<file path="src/rtl/sound_pkg.sv">
// rtl/sound_pkg.sv - shared constants, state type and helpers for the sound feeder
package sound_pkg;

  localparam int LANES = 4;

  localparam logic [1:0] CHAN_OFF    = 2'd0;
  localparam logic [1:0] CHAN_MONO   = 2'd1;
  localparam logic [1:0] CHAN_STEREO = 2'd2;

  typedef enum logic [1:0] {
    ST_IDLE = 2'd0,
    ST_FILL = 2'd1,
    ST_WAIT = 2'd2,
    ST_DONE = 2'd3
  } state_t;

  // Drop counter never wraps; it pins at all-ones.
  function automatic logic [15:0] sat_inc(input logic [15:0] v);
    return (v == 16'hFFFF) ? v : v + 16'd1;
  endfunction

endpackage

</file>
<file path="src/rtl/sound_feeder_if.sv">
// rtl/sound_feeder_if.sv - sample stream handshake between producer and feeder
interface sound_feeder_if;
  logic [15:0] s_data;
  logic        s_valid;
  logic        s_ready;

  modport master (output s_data, output s_valid, input s_ready);
  modport slave  (input s_data, input s_valid, output s_ready);
endinterface

</file>
<file path="src/rtl/sound_feeder.sv">
// rtl/sound_feeder.sv - stages samples into 4-lane groups and writes them to the sound sink
module sound_feeder
  import sound_pkg::*;
(
  input  logic                 clk_sys,
  input  logic                 sound_reset_n,
  input  logic [1:0]           cfg_chan,
  input  logic                 blk_start,
  input  logic [15:0]          blk_samples,
  sound_feeder_if.slave        s_if,
  input  logic                 sound_write_ready,
  output logic                 sound_wren1,
  output logic                 sound_wren2,
  output logic                 sound_wren3,
  output logic                 sound_wren4,
  output logic [15:0]          sound_in1,
  output logic [15:0]          sound_in2,
  output logic [15:0]          sound_in3,
  output logic [15:0]          sound_in4,
  output logic                 blk_busy,
  output logic                 blk_done,
  output logic                 blk_ovr,
  output logic [15:0]          drop_cnt
);

  state_t      state;
  logic [1:0]  chan;
  logic [2:0]  stage_cnt;
  logic [15:0] remaining;
  logic [15:0] stage [LANES];
  logic [3:0]  wren;
  logic [15:0] lane  [LANES];

  logic        xfer;
  logic [2:0]  cnt_inc;
  logic [15:0] rem_dec;

  assign s_if.s_ready = (state == ST_FILL) && (stage_cnt < 3'(LANES)) && (remaining != 16'd0);
  assign xfer         = s_if.s_valid && s_if.s_ready;
  assign cnt_inc      = stage_cnt + 3'd1;
  assign rem_dec      = remaining - 16'd1;
  assign blk_busy     = (state != ST_IDLE);

  assign sound_wren1 = wren[0];
  assign sound_wren2 = wren[1];
  assign sound_wren3 = wren[2];
  assign sound_wren4 = wren[3];
  assign sound_in1   = lane[0];
  assign sound_in2   = lane[1];
  assign sound_in3   = lane[2];
  assign sound_in4   = lane[3];

  // Block FSM: accept samples, close groups, emit them when the sink has room.
  always_ff @(posedge clk_sys or negedge sound_reset_n) begin
    if (!sound_reset_n) begin
      state     <= ST_IDLE;
      chan      <= CHAN_OFF;
      stage_cnt <= 3'd0;
      remaining <= 16'd0;
      wren      <= 4'd0;
      blk_done  <= 1'b0;
      blk_ovr   <= 1'b0;
      drop_cnt  <= 16'd0;
      for (int k = 0; k < LANES; k++) begin
        stage[k] <= 16'd0;
        lane[k]  <= 16'd0;
      end
    end else begin
      wren     <= 4'd0;
      blk_done <= 1'b0;
      if (blk_start && (state != ST_IDLE)) begin
        blk_ovr <= 1'b1;
      end
      case (state)
        ST_IDLE: begin
          if (blk_start) begin
            chan      <= cfg_chan;
            remaining <= blk_samples;
            stage_cnt <= 3'd0;
            if (blk_samples == 16'd0) begin
              state    <= ST_DONE;
              blk_done <= 1'b1;
            end else begin
              state <= ST_FILL;
            end
          end
        end
        ST_FILL: begin
          if (xfer) begin
            remaining <= rem_dec;
            if (chan == CHAN_OFF) begin
              // Channel off: the sample is consumed but never staged.
              drop_cnt <= sat_inc(drop_cnt);
              if (rem_dec == 16'd0) begin
                state    <= ST_DONE;
                blk_done <= 1'b1;
              end
            end else begin
              stage[stage_cnt[1:0]] <= s_if.s_data;
              if ((rem_dec == 16'd0) && chan[1] && cnt_inc[0]) begin
                // Stereo block ended on a lone left sample: keep the count, drop it.
                drop_cnt <= sat_inc(drop_cnt);
                state    <= ST_WAIT;
              end else begin
                stage_cnt <= cnt_inc;
                if ((cnt_inc == 3'(LANES)) || (rem_dec == 16'd0)) begin
                  state <= ST_WAIT;
                end
              end
            end
          end else if (remaining == 16'd0) begin
            if (stage_cnt == 3'd0) begin
              state    <= ST_DONE;
              blk_done <= 1'b1;
            end else begin
              state <= ST_WAIT;
            end
          end else if (stage_cnt == 3'(LANES)) begin
            state <= ST_WAIT;
          end
        end
        ST_WAIT: begin
          if (stage_cnt == 3'd0) begin
            state    <= ST_DONE;
            blk_done <= 1'b1;
          end else if (sound_write_ready) begin
            for (int k = 0; k < LANES; k++) begin
              if (3'(k) < stage_cnt) begin
                wren[k] <= 1'b1;
                lane[k] <= stage[k];
              end
            end
            stage_cnt <= 3'd0;
            if (remaining == 16'd0) begin
              state    <= ST_DONE;
              blk_done <= 1'b1;
            end else begin
              state <= ST_FILL;
            end
          end
        end
        default: begin
          state <= ST_IDLE;
        end
      endcase
    end
  end

endmodule

</file>
<file path="src/flat_wrapper.sv">
// flat-port wrapper written by rule: the top's interface ports become plain ports
module sound_feeder_flat import sound_pkg::*;
  (clk_sys, sound_reset_n, cfg_chan, blk_start, blk_samples, sound_write_ready, sound_wren1, sound_wren2, sound_wren3, sound_wren4, sound_in1, sound_in2, sound_in3, sound_in4, blk_busy, blk_done, blk_ovr, drop_cnt, s_if_s_data, s_if_s_valid, s_if_s_ready);
  sound_feeder_if s_if_i ();
  input  logic clk_sys;
  input  logic sound_reset_n;
  input  logic [1:0] cfg_chan;
  input  logic blk_start;
  input  logic [15:0] blk_samples;
  input  logic sound_write_ready;
  output logic sound_wren1;
  output logic sound_wren2;
  output logic sound_wren3;
  output logic sound_wren4;
  output logic [15:0] sound_in1;
  output logic [15:0] sound_in2;
  output logic [15:0] sound_in3;
  output logic [15:0] sound_in4;
  output logic blk_busy;
  output logic blk_done;
  output logic blk_ovr;
  output logic [15:0] drop_cnt;
  input wire logic [$bits(s_if_i.s_data)-1:0] s_if_s_data;
  input wire logic [$bits(s_if_i.s_valid)-1:0] s_if_s_valid;
  output wire logic [$bits(s_if_i.s_ready)-1:0] s_if_s_ready;
  assign s_if_i.s_data = s_if_s_data;
  assign s_if_i.s_valid = s_if_s_valid;
  assign s_if_s_ready = s_if_i.s_ready;
  sound_feeder u_core (.clk_sys(clk_sys), .sound_reset_n(sound_reset_n), .cfg_chan(cfg_chan), .blk_start(blk_start), .blk_samples(blk_samples), .s_if(s_if_i), .sound_write_ready(sound_write_ready), .sound_wren1(sound_wren1), .sound_wren2(sound_wren2), .sound_wren3(sound_wren3), .sound_wren4(sound_wren4), .sound_in1(sound_in1), .sound_in2(sound_in2), .sound_in3(sound_in3), .sound_in4(sound_in4), .blk_busy(blk_busy), .blk_done(blk_done), .blk_ovr(blk_ovr), .drop_cnt(drop_cnt));
endmodule
</file>
<file path="config.mk">
export PLATFORM = sky130hd
export DESIGN_NAME = sound_feeder_flat
export DESIGN_NICKNAME = d
export VERILOG_FILES = /design/src/rtl/sound_pkg.sv /design/src/rtl/sound_feeder_if.sv /design/src/rtl/sound_feeder.sv /design/src/flat_wrapper.sv
export SDC_FILE = /design/constraint.sdc
export NUM_CORES = 1
export LEC_CHECK = 0
export ABC_AREA = 1
export BUFFER_PORTS_ARGS = -buffer_cell sky130_fd_sc_hd__buf_2
export CAP_MARGIN = 20
export CELL_PAD_IN_SITES_DETAIL_PLACEMENT = 1
export CELL_PAD_IN_SITES_GLOBAL_PLACEMENT = 1
export CORE_UTILIZATION = 38
export DETAILED_ROUTE_END_ITERATION = 8
export GPL_TIMING_DRIVEN = 0
export HOLD_SLACK_MARGIN = 0.15
export PLACE_DENSITY_LB_ADDON = 0.1
export RECOVER_POWER = 25
export SLEW_MARGIN = 10
export SYNTH_ARGS = -nofsm -noshare
export SYNTH_HDL_FRONTEND = slang
export SYNTH_SLANG_ARGS = --single-unit
export TNS_END_PERCENT = 1
</file>
<file path="constraint.sdc">
create_clock -name clk_sys -period 2.1 [get_ports clk_sys]
set_input_delay 0.42 -clock clk_sys [delete_from_list [all_inputs] [get_ports clk_sys]]
set_output_delay 0.42 -clock clk_sys [all_outputs]
set_load 0.02 [all_outputs]
</file>
# Word-level counts from Yosys, hierarchy flattened
# Cells that the tools add are included.
# classes
n_addsub	3
order_cmp	7
n_eq_ne	15
n_mux	48
n_bitwise	3
reduce_logical	29
# ops
cell	n
16-bit 2-to-1 mux	6
64-bit bitwise mux	1
16-bit zero test	3
16-bit demux with 2-bit select	1
16-bit case mux with 2 select lines	1
2-bit 2-to-1 mux	12
3-bit 2-to-1 mux	6
16-bit by 1-bit adder with 16-bit output (second input constant)	1
16-bit equality test (second input constant)	1
4-bit AND reduction	4
16-bit nonzero test	1
16-bit by 1-bit subtractor with 16-bit output (second input constant)	1
1-bit 2-to-1 mux	15
4-bit 2-to-1 mux	3
2-bit inequality test (second input constant)	5
3-bit case mux with 3 select lines	1
3-bit AND reduction	3
1-bit logical AND	7
7-bit AND reduction	1
3-bit equality test (second input constant)	2
1-bit by 3-bit < comparator with 1-bit output (first input constant)	2
2-bit by 3-bit < comparator with 1-bit output (first input constant)	2
2-bit case mux with 3 select lines	1
2-bit nonzero test	3
20 further kinds	22
# word_totals
register_bits	173

# Longest topological paths before layout
# logic_depth
ltp_word	8
depth_mapped	17
ltp_nobuf	17

# Worst setup path before layout
# No wires, ideal clock.
# synth_path
kind	register -> register
startpoint	reg u_core.remaining[0]
endpoint	reg u_core.drop_cnt[2]
setup_ns	0.122
arrival_time_ns	1.826
required_time_ns	1.978
slack_ns	0.152
stages_incl_launch_ff	17
period_less_slack_ns	1.948
cell_sequence	dfrtp_1 > inv_1 > ha_1 > nand2_2 > nor2_4 > nand3_1 > nand2_1 > nand2_1 > inv_1 > nand2_1 > nor2_2 > nand3_2 > nand2_4 > nand2_4 > buf_6 > nand2_2 > o21ai_2
# synth_between
elab_chain_cells	6
# synth_rtl
element	line	rtl
start: declaration	sound_feeder.sv:29	logic [15:0] remaining;
start signal: assignment	sound_feeder.sv:78	remaining <= blk_samples;
start signal: assignment	sound_feeder.sv:90	remaining <= rem_dec;
16-bit by 1-bit subtractor with 16-bit output	sound_feeder.sv:41	assign rem_dec = remaining - 16'd1;
16-bit zero test	sound_feeder.sv:100	if ((rem_dec == 16'd0) && chan[1] && cnt_inc[0]) begin
1-bit logical AND (2 in a row)	sound_feeder.sv:100	
2-bit nonzero test (no line)	-	
3-bit AND reduction (no line) (*)	-	
end signal: assignment	sound_feeder.sv:93	drop_cnt <= sat_inc(drop_cnt);
end signal: assignment	sound_feeder.sv:102	drop_cnt <= sat_inc(drop_cnt);
end: declaration	sound_feeder.sv:23	output logic [15:0] drop_cnt
# Every way passes the cells marked *; elsewhere a longest branch is shown, timed or not.
# A chain may end at the register's enable or synchronous reset.

# Final worst setup path
# layout_path
startpoint	reg u_core.remaining[0]
endpoint	out s_if_s_ready
# layout_between
elab_chain_cells	2
# layout_rtl
element	line	rtl
16-bit nonzero test	sound_feeder.sv:38	assign s_if.s_ready = (state == ST_FILL) && (stage_cnt < 3'(LANES)) && (remaining != 16'd0);
1-bit logical AND	sound_feeder.sv:38	
end: declaration	flat_wrapper.sv:25	output wire logic [$bits(s_if_i.s_ready)-1:0] s_if_s_ready;
# Every way passes these cells.

==> results.tsv <==
metric	value	unit
Mapped Cells	931	
post-DR vias/cell	4.817	
Root Driver	clkbuf_16	
Final #Nets	1150	
Setup crit end kind	output port	
Post-DRT Antenna Nets	0	
critical path class	reg -> out	
Syn-to-layout area delta	27.60	%
I/O Buffers	126	
WL/cell	15.77	um
dpl hpwl	15.20	mm
failing checks	setup timing	
warnings from Yosys	0	
Total Power	12.47	mW
Setup WS pre-CTS	-361.3	ps
EDFF count, synth	0	
max incr delay on CP	400	ps
Top FF cell, synth	dfrtp_1	
CTS tree	done	
leakage	5.297	nW
final slew viol count	0	
setup ws final	-162.5	ps
Critical Path RT	1680	ps
Hold Violations, Final	0	
worst hold path startpoint	cfg_chan[0]	
Hold EP	u_core.chan[0]$_DFFE_PN0P_	
Final Cycle Share	107.7	%
Synth cell types	37	
number of global-route vias before repair	6910	
largest net degree at the start of global routing	100	
Clock H-tree levels	4	
initial drt markers	302	
CP top delay family	simple AND/OR/NAND/NOR gates	
critical path, cell by cell	inv_2, ha_4, nand2_4, nor2_4, nand3_2, nor3_2, nand2_1, nand2_1, nor2_2, buf_6	
Peak Freq	442.0	MHz
clock sink count	173	
final setup fails	21	
Num CTS Buffers	17	
r2r setup slk	-120	ps
Pre-antenna DRT Iters	4	
core area	20170	um2
Max-Cap Viols	0	
first-pass GRT wire length	35.96	mm
CP dominant cell by count	nand2_1	
Final Cell Area	9948	um2
GRT Residual Overflow	0	
status	complete, but fails checks	
FFs w/ async S/R, synth	100.0	%
Placed Instance Area	8802	um2
worst slew pin tran	1403	ps
Bufs and invs on worst path	2	
Die Footprint	21090	um2
Max Root-Sink Buffers	2	
worst rel slew slack	6.472	%
Tot GR Track Use	21.86	%
syn nets	978	
Rows	52	
Hold/Removal Path Class	in -> reg	
commonest non-fill, non-tap cell in the layout	nand2_1	
Clk pin slew, worst setup/hold paths	70	ps
PD cells	1254	nW/um2
initial antenna violation count	0	
initial core utilization	38.65	%
most frequent cells in the layout	nand2_1 (364), dfrtp_1 (167), buf_2 (129)	
register area share after synthesis	55.53	%
Critical R2R Capture	u_core.drop_cnt[15]$_DFFE_PN0P_	
Inserted Diodes	0	
via count	6677	
synthesized cell area	7796	um2
VDD IR max	636.2	uV
RePlAce Congestion	0.7934	
Die Width	145.2	um
Mapped Avg Cell Area	8.374	um2
slowest stage cell on the critical path	dfrtp_1	
die height	145.2	um
Total Routed Length	21.86	mm
share of layout cells above drive strength 1	26.88	%
Reg2Reg Launch Point	u_core.remaining[0]$_DFFE_PN0P_	
Critical path origin	u_core.remaining[0]$_DFFE_PN0P_	
worst-path fanout max	4	
io pins	127	
worst hold path stage count	3	
Clk Latency, worst-skew pair	440	ps
final core occ	49.32	%
crit path DAT	1840	ps
minimum clock period	2263	ps
Final Skew	17.18	ps
Setup crit start kind	flip-flop	
unrepaired setup endpoints after global routing	true	
FF-to-FF path depth	17	
#FFs+latches synth	173	
Fin Hold WS	187.2	ps
DRC viols	0	
[worst min-delay path: stages]
cell and delay, ps:
buf_2 70, nand2_1 40, nand2_1 50
[where the power goes]
group / switching [mW] / internal (mW) / leakage [nW]
combinational: 2.75 / 1.61 / 2.71
sequential: 0.712 / 4.29 / 2.30
clock: 1.50 / 1.61 / 0.280
[Yosys cell counts, types with 3 or more instances]
master | number | share of area, %
xor2_1 | 6 | 0.67
inv_1 | 65 | 3.1
nand3_1 | 39 | 2.5
o21ai_2 | 4 | 0.45
nor3_1 | 5 | 0.32
nor2_2 | 8 | 0.64
nor2_1 | 51 | 2.5
nor4_1 | 3 | 0.24
buf_6 | 3 | 0.43
buf_2 | 14 | 0.90
dfrtp_1 | 173 | 56
nand3b_1 | 5 | 0.48
o211ai_1 | 9 | 0.87
nand2_2 | 13 | 1.0
ha_1 | 8 | 1.3
o21ai_1 | 10 | 0.64
clkbuf_1 | 8 | 0.39
inv_2 | 7 | 0.34
nand2_1 | 376 | 18
xnor2_1 | 9 | 1.0
nand4_1 | 5 | 0.40
nor2_4 | 6 | 0.87
o21ai_0 | 82 | 5.3
[worst max-delay path by stage]
| stage | slack (ps) | cells after the start | to |
|---|---|---|---|
| floorplan | 150 | 16 | u_core.drop_cnt[2]$_DFFE_PN0P_ |
| global placement | -2290 | 1 | u_core.drop_cnt[7]$_DFFE_PN0P_ |
| detailed placement | -360 | 12 | u_core.stage[5]$_DFFE_PN0P_ |
| CTS | -200 | 10 | s_if_s_ready |
| global route | -320 | 18 | u_core.drop_cnt[12]$_DFFE_PN0P_ |
| finish | -160 | 10 | s_if_s_ready |
[area by class of cell]
cell class	instances	area, um2
Clock inverter	14	142.6
Timing Repair Buffer	153	914.6
Buffer	30	244.0
Inverter	75	300.3
Clock buffer	18	439.2
Multi-Input combinational cell	653	3233
Tap cell	270	337.8
Sequential cell	173	4337
Fill cell	2472	10220
[cell families (layout without fill, tap and decap cells)]
group	after synthesis	count (layout)	synth area share (%)
XOR/XNOR	15	15	1.685
flip-flops	173	173	55.53
adder cells (fa/ha/maj)	8	8	1.284
AND/OR/NAND/NOR	515	515	27.60
AO/OA/AOI/OAI	115	115	8.233
buffers and inverters	105	290	5.665
[metrics by stage]
| step | cells | setup TNS [ps] |
|---|---|---|
| floorplan | 931 | 0 |
| global placement | 1327 | -413680 |
| detailed placement | 1328 | -22540 |
| CTS | 1377 | -2010 |
| global route | 1386 | -12640 |
| finish | 1386 | -1839 |
[sequential cells by signal, indices dropped and copies added (netlist names)]
register / count
u_core.sound_in3: 16
u_core.wren: 4
u_core.chan: 2
u_core.sound_in2: 16
u_core.blk_ovr: 1
u_core.remaining: 16
u_core.stage: 64
u_core.blk_done: 1
u_core.drop_cnt: 16
u_core.state: 2
u_core.sound_in4: 16
u_core.sound_in1: 16
u_core.stage_cnt: 3
[what timing repair did]
item,in CTS,in global routing
pin swaps,6,21
buffers inserted,16,8
gates resized for setup,28,98
cloned,0,2
endpoints found under the setup margin,122,123
hold buffers,1,0
hold endpoints to repair,98,0
[layer usage]
metal	GRT usage [%]	share of wire, %	up-vias	wire (um)
met5	0	0	-	0
met4	7.684	2.0	0	443
met3	3.365	2.8	32	619
met2	35.53	46	115	10160
met1	29.67	49	3248	10640
li1	-	-	3282	-
Note: power is estimated with default switching activity, not from simulation.
